[config.mk]
export PLATFORM = sky130hd
export DESIGN_NAME = rice_param_argmin
export DESIGN_NICKNAME = d
export VERILOG_FILES = /design/src/rtl/rice_param_argmin.sv
export SDC_FILE = /design/constraint.sdc
export NUM_CORES = 2
export LEC_CHECK = 0
export BUFFER_PORTS_ARGS = -buffer_cell sky130_fd_sc_hd__buf_4
export CAP_MARGIN = 40
export CORE_MARGIN = 2
export CORE_UTILIZATION = 53
export DETAILED_ROUTE_END_ITERATION = 8
export PLACE_DENSITY = 0.78
export SLEW_MARGIN = 20
export SYNTH_ARGS = -nofsm -noshare
export SYNTH_HDL_FRONTEND = slang
export SYNTH_SLANG_ARGS = --single-unit
[constraint.sdc]
create_clock -name iClock -period 2.47 [get_ports iClock]
set_clock_uncertainty 0.1 [all_clocks]
set_input_delay 0.247 -clock iClock [delete_from_list [all_inputs] [get_ports iClock]]
set_output_delay 0.247 -clock iClock [all_outputs]
set_load 0.02 [all_outputs]
[src/rtl/rice_param_argmin.sv]
// rice_param_argmin: registered argmin tree over NUM_IN masked unsigned costs.
// Lower index wins ties; an all-masked request reports index 0, cost all-ones.
module rice_param_argmin #(
  parameter int NUM_IN = 15,
  parameter int WIDTH  = 32,
  localparam int IDX_W  = (NUM_IN > 1) ? $clog2(NUM_IN) : 1,
  localparam int LEVELS = IDX_W
) (
  input  logic                    iClock,
  input  logic                    iReset_n,
  input  logic                    iEnable,
  input  logic                    iValid,
  input  logic [NUM_IN*WIDTH-1:0] iIn,
  input  logic [NUM_IN-1:0]       iMask,
  output logic                    oValid,
  output logic [IDX_W-1:0]        oMinimum,
  output logic [WIDTH-1:0]        oSum,
  output logic                    oAllMasked
);

  function automatic int f_cnt(input int lvl);
    return (NUM_IN + (1 << lvl) - 1) >> lvl;
  endfunction

  logic             r_out_vld;
  logic [IDX_W-1:0] r_out_min;
  logic [WIDTH-1:0] r_out_sum;
  logic             r_out_all;

  for (genvar l = 1; l <= LEVELS; l++) begin : g_lv
    localparam int PN = f_cnt(l - 1);
    localparam int NN = f_cnt(l);

    logic             w_pv;
    logic [PN-1:0]    w_pl;
    logic [IDX_W-1:0] w_pi [PN];
    logic [WIDTH-1:0] w_pc [PN];
    logic [NN-1:0]    w_nl;
    logic [IDX_W-1:0] w_ni [NN];
    logic [WIDTH-1:0] w_nc [NN];

    if (l == 1) begin : g_src
      always_comb begin
        w_pv = iValid;
        w_pl = {PN{iValid}} & ~iMask;
        for (int k = 0; k < PN; k++) begin
          w_pi[k] = IDX_W'(k);
          w_pc[k] = iIn[k*WIDTH +: WIDTH];
        end
      end
    end else begin : g_src
      always_comb begin
        w_pv = g_lv[l-1].g_reg.r_vld;
        w_pl = g_lv[l-1].g_reg.r_live;
        w_pi = g_lv[l-1].g_reg.r_idx;
        w_pc = g_lv[l-1].g_reg.r_cost;
      end
    end

    for (genvar j = 0; j < NN; j++) begin : g_node
      if (2*j + 1 < PN) begin : g_pair
        // B only beats A when strictly cheaper, so ties keep the lower index
        logic w_take_b;
        assign w_take_b = w_pl[2*j+1] &
                          (~w_pl[2*j] | (w_pc[2*j+1] < w_pc[2*j]));
        assign w_nl[j] = w_pl[2*j] | w_pl[2*j+1];
        assign w_ni[j] = w_take_b ? w_pi[2*j+1] : w_pi[2*j];
        assign w_nc[j] = w_take_b ? w_pc[2*j+1] : w_pc[2*j];
      end else begin : g_pass
        assign w_nl[j] = w_pl[2*j];
        assign w_ni[j] = w_pi[2*j];
        assign w_nc[j] = w_pc[2*j];
      end
    end

    if (l < LEVELS) begin : g_reg
      logic             r_vld;
      logic [NN-1:0]    r_live;
      logic [IDX_W-1:0] r_idx  [NN];
      logic [WIDTH-1:0] r_cost [NN];

      always_ff @(posedge iClock or negedge iReset_n) begin
        if (!iReset_n) begin
          r_vld  <= 1'b0;
          r_live <= '0;
          for (int k = 0; k < NN; k++) begin
            r_idx[k]  <= '0;
            r_cost[k] <= '0;
          end
        end else if (iEnable) begin
          r_vld  <= w_pv;
          r_live <= w_nl;
          r_idx  <= w_ni;
          r_cost <= w_nc;
        end
      end
    end else begin : g_out
      // result fields only move with a valid request; otherwise they hold
      always_ff @(posedge iClock or negedge iReset_n) begin
        if (!iReset_n) begin
          r_out_vld <= 1'b0;
          r_out_min <= '0;
          r_out_sum <= '0;
          r_out_all <= 1'b0;
        end else if (iEnable) begin
          r_out_vld <= w_pv;
          if (w_pv) begin
            r_out_all <= ~w_nl[0];
            r_out_min <= w_nl[0] ? w_ni[0] : '0;
            r_out_sum <= w_nl[0] ? w_nc[0] : '1;
          end
        end
      end
    end
  end

  assign oValid     = r_out_vld;
  assign oMinimum   = r_out_min;
  assign oSum       = r_out_sum;
  assign oAllMasked = r_out_all;

endmodule
==> impl_results.md, run 1 <==
- Die X: 262 um
- Synth Instances: 4000
- Last stage reached: global routing (5_1_grt)
- Clk root buf: clkbuf_16
- Clock Sinks: ~530
- Yosys Warn Count: 0
- Post-synth EDFFs: 0
- GP Congestion: 0.948
- Status: aborted with a tool error
- Worst EP Category: sequential cell input
- Port bufs: 536
- Top FF cell, synth: dfrtp_1
- Largest net degree at the start of global routing: 152
- Synth async-reset ratio: 100%
- Synthesized area: 0.0354 mm2
- FP Rows: between 90 and 100
- Synthesized area per cell: 8.84 um2
- GRT Total Usage: 72.9%
- # IOs: 537
- Setup slack at placement: -0.512 ns
- FF+latch count, synth: 529
- Initial Utilization: around 54%
- Seq/Total Area, Yosys: 37.4%
- Syn Nets: ~4900
- Grt total ovfl: 23
- CTS max path bufs: 3
- Num CTS Buffers: a little under 60
- Placed inst area: 0.0455 mm2
- DP HPWL: 94200 um
- Count of distinct cell types in the synthesized netlist: 68
- Worst Endpoint after GRT Repair: oSum[22]$_DFFE_PN0P_/D
- Die Y-Extent: 262 um
- Halt Reason: [ERROR GRT-0232] Routing congestion too high. Check the congestion heatmap in the GUI.
- Htree depth: 2
[kinds of logic after synthesis]
logic type                 share of synthesized area, %
adders and majority gates                          15.3
AOI/OAI and AO/OA                                  20.8
and+or+nand+nor                                    12.9
buffers and inverters                              7.67
DFF                                                37.4
muxes                                              5.83
[per-layer routing]
| metal | global-route usage [%] | GRT overflow |
|---|---|---|
| met1 | 70.6 | 0 |
| met2 | 90.2 | 9 |
| met3 | 58.1 | 0 |
| met4 | 73.8 | 14 |
| met5 | 34.2 | 0 |
[metrics by stage]
step | setup TNS (ns) | cells | hold slack [ns]
after floorplan | -1.90 | 4000 | -0.149
after global placement | -93.77 | 5833 | 0.0989
after CTS | -29.29 | 6470 | 0.000741
after detailed placement | -119.51 | 5833 | 0.0982
[cell usage after synthesis, drive strengths merged, types with 3 or more instances]
cell | instances | area, um2
o21ai | 230 | 1150
nor3b | 31 | 233
nand2b | 17 | 106
nand4 | 65 | 407
nor2 | 359 | 1350
o21a | 41 | 308
and3 | 3 | 18.8
o211ai | 40 | 300
o31a | 31 | 272
a211oi | 46 | 345
o41ai | 5 | 70.1
nor2b | 11 | 68.8
a22oi | 37 | 278
and2 | 4 | 25.0
and4 | 9 | 78.8
nor4 | 9 | 56.3
nor3 | 76 | 380
nand3 | 158 | 791
a221o | 34 | 340
a221oi | 14 | 129
a32oi | 3 | 26.3
o32ai | 3 | 26.3
ha | 434 | 5430
dfrtp | 529 | 13200
a211o | 3 | 26.3
buf | 51 | 265
a21oi | 326 | 1640
a31oi | 174 | 1090
clkbuf | 185 | 694
mux2i | 161 | 1610
a2111oi | 12 | 113
a21boi | 3 | 22.5
or3 | 6 | 37.5
nand2 | 186 | 698
o221ai | 65 | 569
a21o | 61 | 458
nand3b | 3 | 22.5
mux2 | 40 | 450
or4 | 13 | 97.6
or2 | 34 | 213
inv | 467 | 1750
[what timing repair did]
item	in CTS
pin swaps	163
gates cloned	24
hold buffers	465
endpoints found under the hold margin	792
gates resized for setup	315
setup endpoints to repair	212
buffers inserted	51
==> run 2, diff against run 1 <==
--- a/config.mk
+++ b/config.mk
@@ -8,9 +8,9 @@
 export BUFFER_PORTS_ARGS = -buffer_cell sky130_fd_sc_hd__buf_4
 export CAP_MARGIN = 40
 export CORE_MARGIN = 2
-export CORE_UTILIZATION = 53
+export CORE_UTILIZATION = 40
 export DETAILED_ROUTE_END_ITERATION = 8
-export PLACE_DENSITY = 0.78
+export PLACE_DENSITY_LB_ADDON = 0.15
 export SLEW_MARGIN = 20
 export SYNTH_ARGS = -nofsm -noshare
 export SYNTH_HDL_FRONTEND = slang
==> constraint.sdc (replaced) <==
create_clock -name iClock -period 3.21 [get_ports iClock]
set_clock_uncertainty 0.1 [all_clocks]
set_input_delay 0.321 -clock iClock [delete_from_list [all_inputs] [get_ports iClock]]
set_output_delay 0.321 -clock iClock [all_outputs]
set_load 0.02 [all_outputs]
==> run 2 against run 1 <==
  * The flow now finishes, with violations (hold timing)
  * Synthesized cell count did not move
  * Synthesized area stayed put
==> impl_results.md, run 2 <==
- Synth area leader: dfrtp_1 (unchanged)
- Critical path type: in2reg
- RSZ-0062 raised after global routing: yes
- Failing checks: hold timing
- Critical Path Max Stage Delay: 0.55 ns
- Hold WS: -0.0149 ns
- GP Congestion: 0.894 (was 0.948)
- Initial Utilization: 40.2% (was 53.7%)
- Most frequent cell after synthesis: dfrtp_1 (unchanged)
- Finish-stage setup viols: 0
- Syn-to-layout area delta: 36.9%
- Post-synthesis mux area share: 5.83% (unchanged)
- Num CTS Buffers: 66 (was 58)
- Antenna Nets Post-Route: 0
- Crit path cell chain: dlygate4sd3_1 > buf_4 > ha_1 > a21oi_1 > o21ai_0 > a221oi_1 > o21ai_2 > a211oi_1 > o211a_1 > buf_6 > a221o_1 > dlygate4sd3_1
- Final Hold Vio Count: 1
- Avg Vias per Cell: 5.42
- First-pass GRT wire length: 189000 um
- Main combinational cell family by area after synthesis: compound AO/OA/AOI/OAI gates (unchanged)
- Worst Path Max Fanout: 33
- Grt total ovfl: 0
- Die Y-Extent: 301 um (was 262 um)
- Critical path depth in cells: 12
- Total wire length: about 120000 um
- CTS tree: built
- Yosys top cell area share: 37.4% (unchanged)
- Largest Register: g_lv.g_reg.r_cost
- CTS max path bufs: 3 (unchanged)
- Hold_sp: iIn[362]
- First DRT Iteration DRCs: 2452
- Count of distinct cell types in the synthesized netlist: 68 (unchanged)
- Crit path required time: 3.67 ns
- Adder-cell share of the synthesized area: 15.3% (unchanged)
- Initial antenna violation count: 2
- Synthesized area: 0.0354 mm2 (unchanged)
- R2r worst-path depth: 10
- Startpoint class of the critical path: primary input
- Top FF cell, synth: dfrtp_1 (unchanged)
- CP startpoint: iIn[307]
- Nets: about 5900
- CP delay by family, top: buffers and inverters
- Post-synth EDFFs: 0 (unchanged)
- Max_cap viols: 0
- Clock Latency Late Sink: 0.63 ns
- Simple-gate portion of the synthesized area: 12.9% (unchanged)
- Residual DRC: 0
- DP HPWL: 91000 um (was 94200 um)
- Highest-delay cell along the critical path: dlygate4sd3_1
- Clk root buf: clkbuf_16 (unchanged)
- # IOs: 537 (unchanged)
- CP dominant cell by count: dlygate4sd3_1
- Die area: 0.0908 mm2
- Top Metal Used: met4
- Slew at the pin closest to its max-slew limit: 0.922 ns
- P per Cell Area: 516 mW/mm2
- Top cells by area, synth: dfrtp_1 (37%), ha_1 (15%), inv_1 (4.9%) (unchanged)
- Max VDD drop: about 0.39 mV
- Synthesized area per cell: 8.84 um2 (unchanged)
- M1 wire length: 56200 um
- Layout cell share with drive strength beyond 1: 18.0%
- Seq/Total Area, Yosys: 37.4% (unchanged)
- Die X: 301 um (was 262 um)
- Slew headroom: 38.5%
- CP Capture Type: flop
- Crit path buf inv count: 4
- Worst R2R Start: g_lv[3].g_reg.r_cost[26]
- Largest register FFs: ~450
- Xor/xnor share of the synthesized area: 0% (unchanged)
- Worst Hold Path Cells: 3
- Fin crit period: between 3 and 4 ns
- Vias in the first global route: 33600
- Status: complete, but fails checks (was aborted with a tool error)
- Synth Instances: 4000 (unchanged)
- Routed wl met3: 7840 um
- CP arrival: 3.65 ns
- Via count: ~33000
- Largest net degree at the start of global routing: 199
- Static Leak: 22.9 nW
- Syn Nets: 4933 (unchanged)
- FF+latch count, synth: 529 (unchanged)
- Most frequent cells in the layout: buf_4 (645), dfrtp_1 (529), inv_1 (465)
- FP Rows: 109 (was 94)
- Top cells by count, synth: dfrtp_1 (529), inv_1 (465), ha_1 (434), nor2_1 (359), a21oi_1 (325) (unchanged)
- Met2 wire length: 55400 um
- Core ar.: 0.0880 mm2
- Port bufs: 536 (unchanged)
- Clock slew at reported path FFs: 0.06 ns
- Hold Path Class: in2reg
- Htree depth: 3 (was 2)
- Slew Limit Fails: 0
- Clock Sinks: 529 (unchanged)
- GRT Total Usage: 26.4%
- Synth Area in Compound Gates: 20.8% (unchanged)
- Fmax: 313 MHz
- WL/cell: 19.8 um
- Synth async-reset ratio: 100% (unchanged)
- First drt pass iteration count: 5
- Commonest non-fill, non-tap cell in the layout: buf_4
- Power after layout: between 20 and 30 mW
- Tcrit/Tclk final: between 90 and 100%
- Yosys Warn Count: 0 (unchanged)
[run 2: worst paths after layout]
check,end,slack (ns)
setup / recovery,g_lv[1].g_reg.r_cost[96],0.01
hold / removal,g_lv[1].g_reg.r_cost[74],-0.01
setup reg to reg,oSum[25],0.22
hold reg to reg,g_lv[1].g_reg.r_idx[12],0.38
max in group asynchronous,g_lv[1].g_reg.r_cost[84],1.89
min in group asynchronous,g_lv[2].g_reg.r_cost[70],0.25
[run 2: kinds of logic (layout without fill, tap and decap cells)]
logic type                 Yosys count  in the layout
adders and majority gates          434            434
AOI/OAI and AO/OA                 1149           1149
other                                0              1
buffers and inverters              703           1706
and+or+nand+nor                    984            984
muxes                              201            201
DFF                                529            529
[run 2: layer usage]
layer / vias up / track usage [%]
met5: - / 0
met4: 0 / 7.01
met3: 151 / 5.06
met2: 895 / 41.9
met1: 16000 / 36.7
li1: 16300 / -
[run 2: final cells by class]
class                   count  area [um2]
clock inverters            18         275
clock buffers              93        1920
multi-input cells        2768       19700
well taps                1165        1460
diodes                      1        2.50
fillers                  7878       39500
repair buffers           1128       10100
inverters                 467        1760
flip-flops and latches    529       13200
[run 2: what timing repair did]
item / CTS / global route
endpoints found under the hold margin: 334 / 3
setup endpoints to repair: 0 / 95
gates resized for setup: 0 / 37
setup buffers: 0 / 16
hold buffers: 446 / 3
[run 2: worst reg2reg max path, stage by stage, from the launching register on]
cell	delay (ns)
dfrtp_1	0.44
ha_1	0.33
nand4_1	0.18
nor4_1	0.48
nand4_1	0.21
buf_4	0.19
a311oi_1	0.25
buf_4	0.19
nor2_2	0.04
buf_4	0.24
a211oi_1	0.27
[run 2: through the flow]
step                      setup slack (ns)  setup TNS, ns  utilization [%]  cells  area, um2
after floorplan                      0.517              0                -   4000      35400
after global placement              0.0660              0             47.0   5588      41300
after detailed placement            0.0357              0             47.0   5590      41400
after CTS                          0.00280              0             54.6   6147      48000
after global routing                -0.113          -1.17             55.1   6169      48400
final                               0.0143              0             55.1   6169      48400
[run 2: report_power, final]
group / internal [mW] / total [mW] / leakage (nW) / switching (mW)
Sequential: 7.90 / 9.18 / 6.07 / 1.28
Clock: 4.52 / 7.62 / 1.09 / 3.09
Combinational: 3.73 / 8.22 / 15.8 / 4.49
Total: 16.2 / 25.0 / 22.9 / 8.86
No activity file was read; power rests on OpenSTA's default activity.
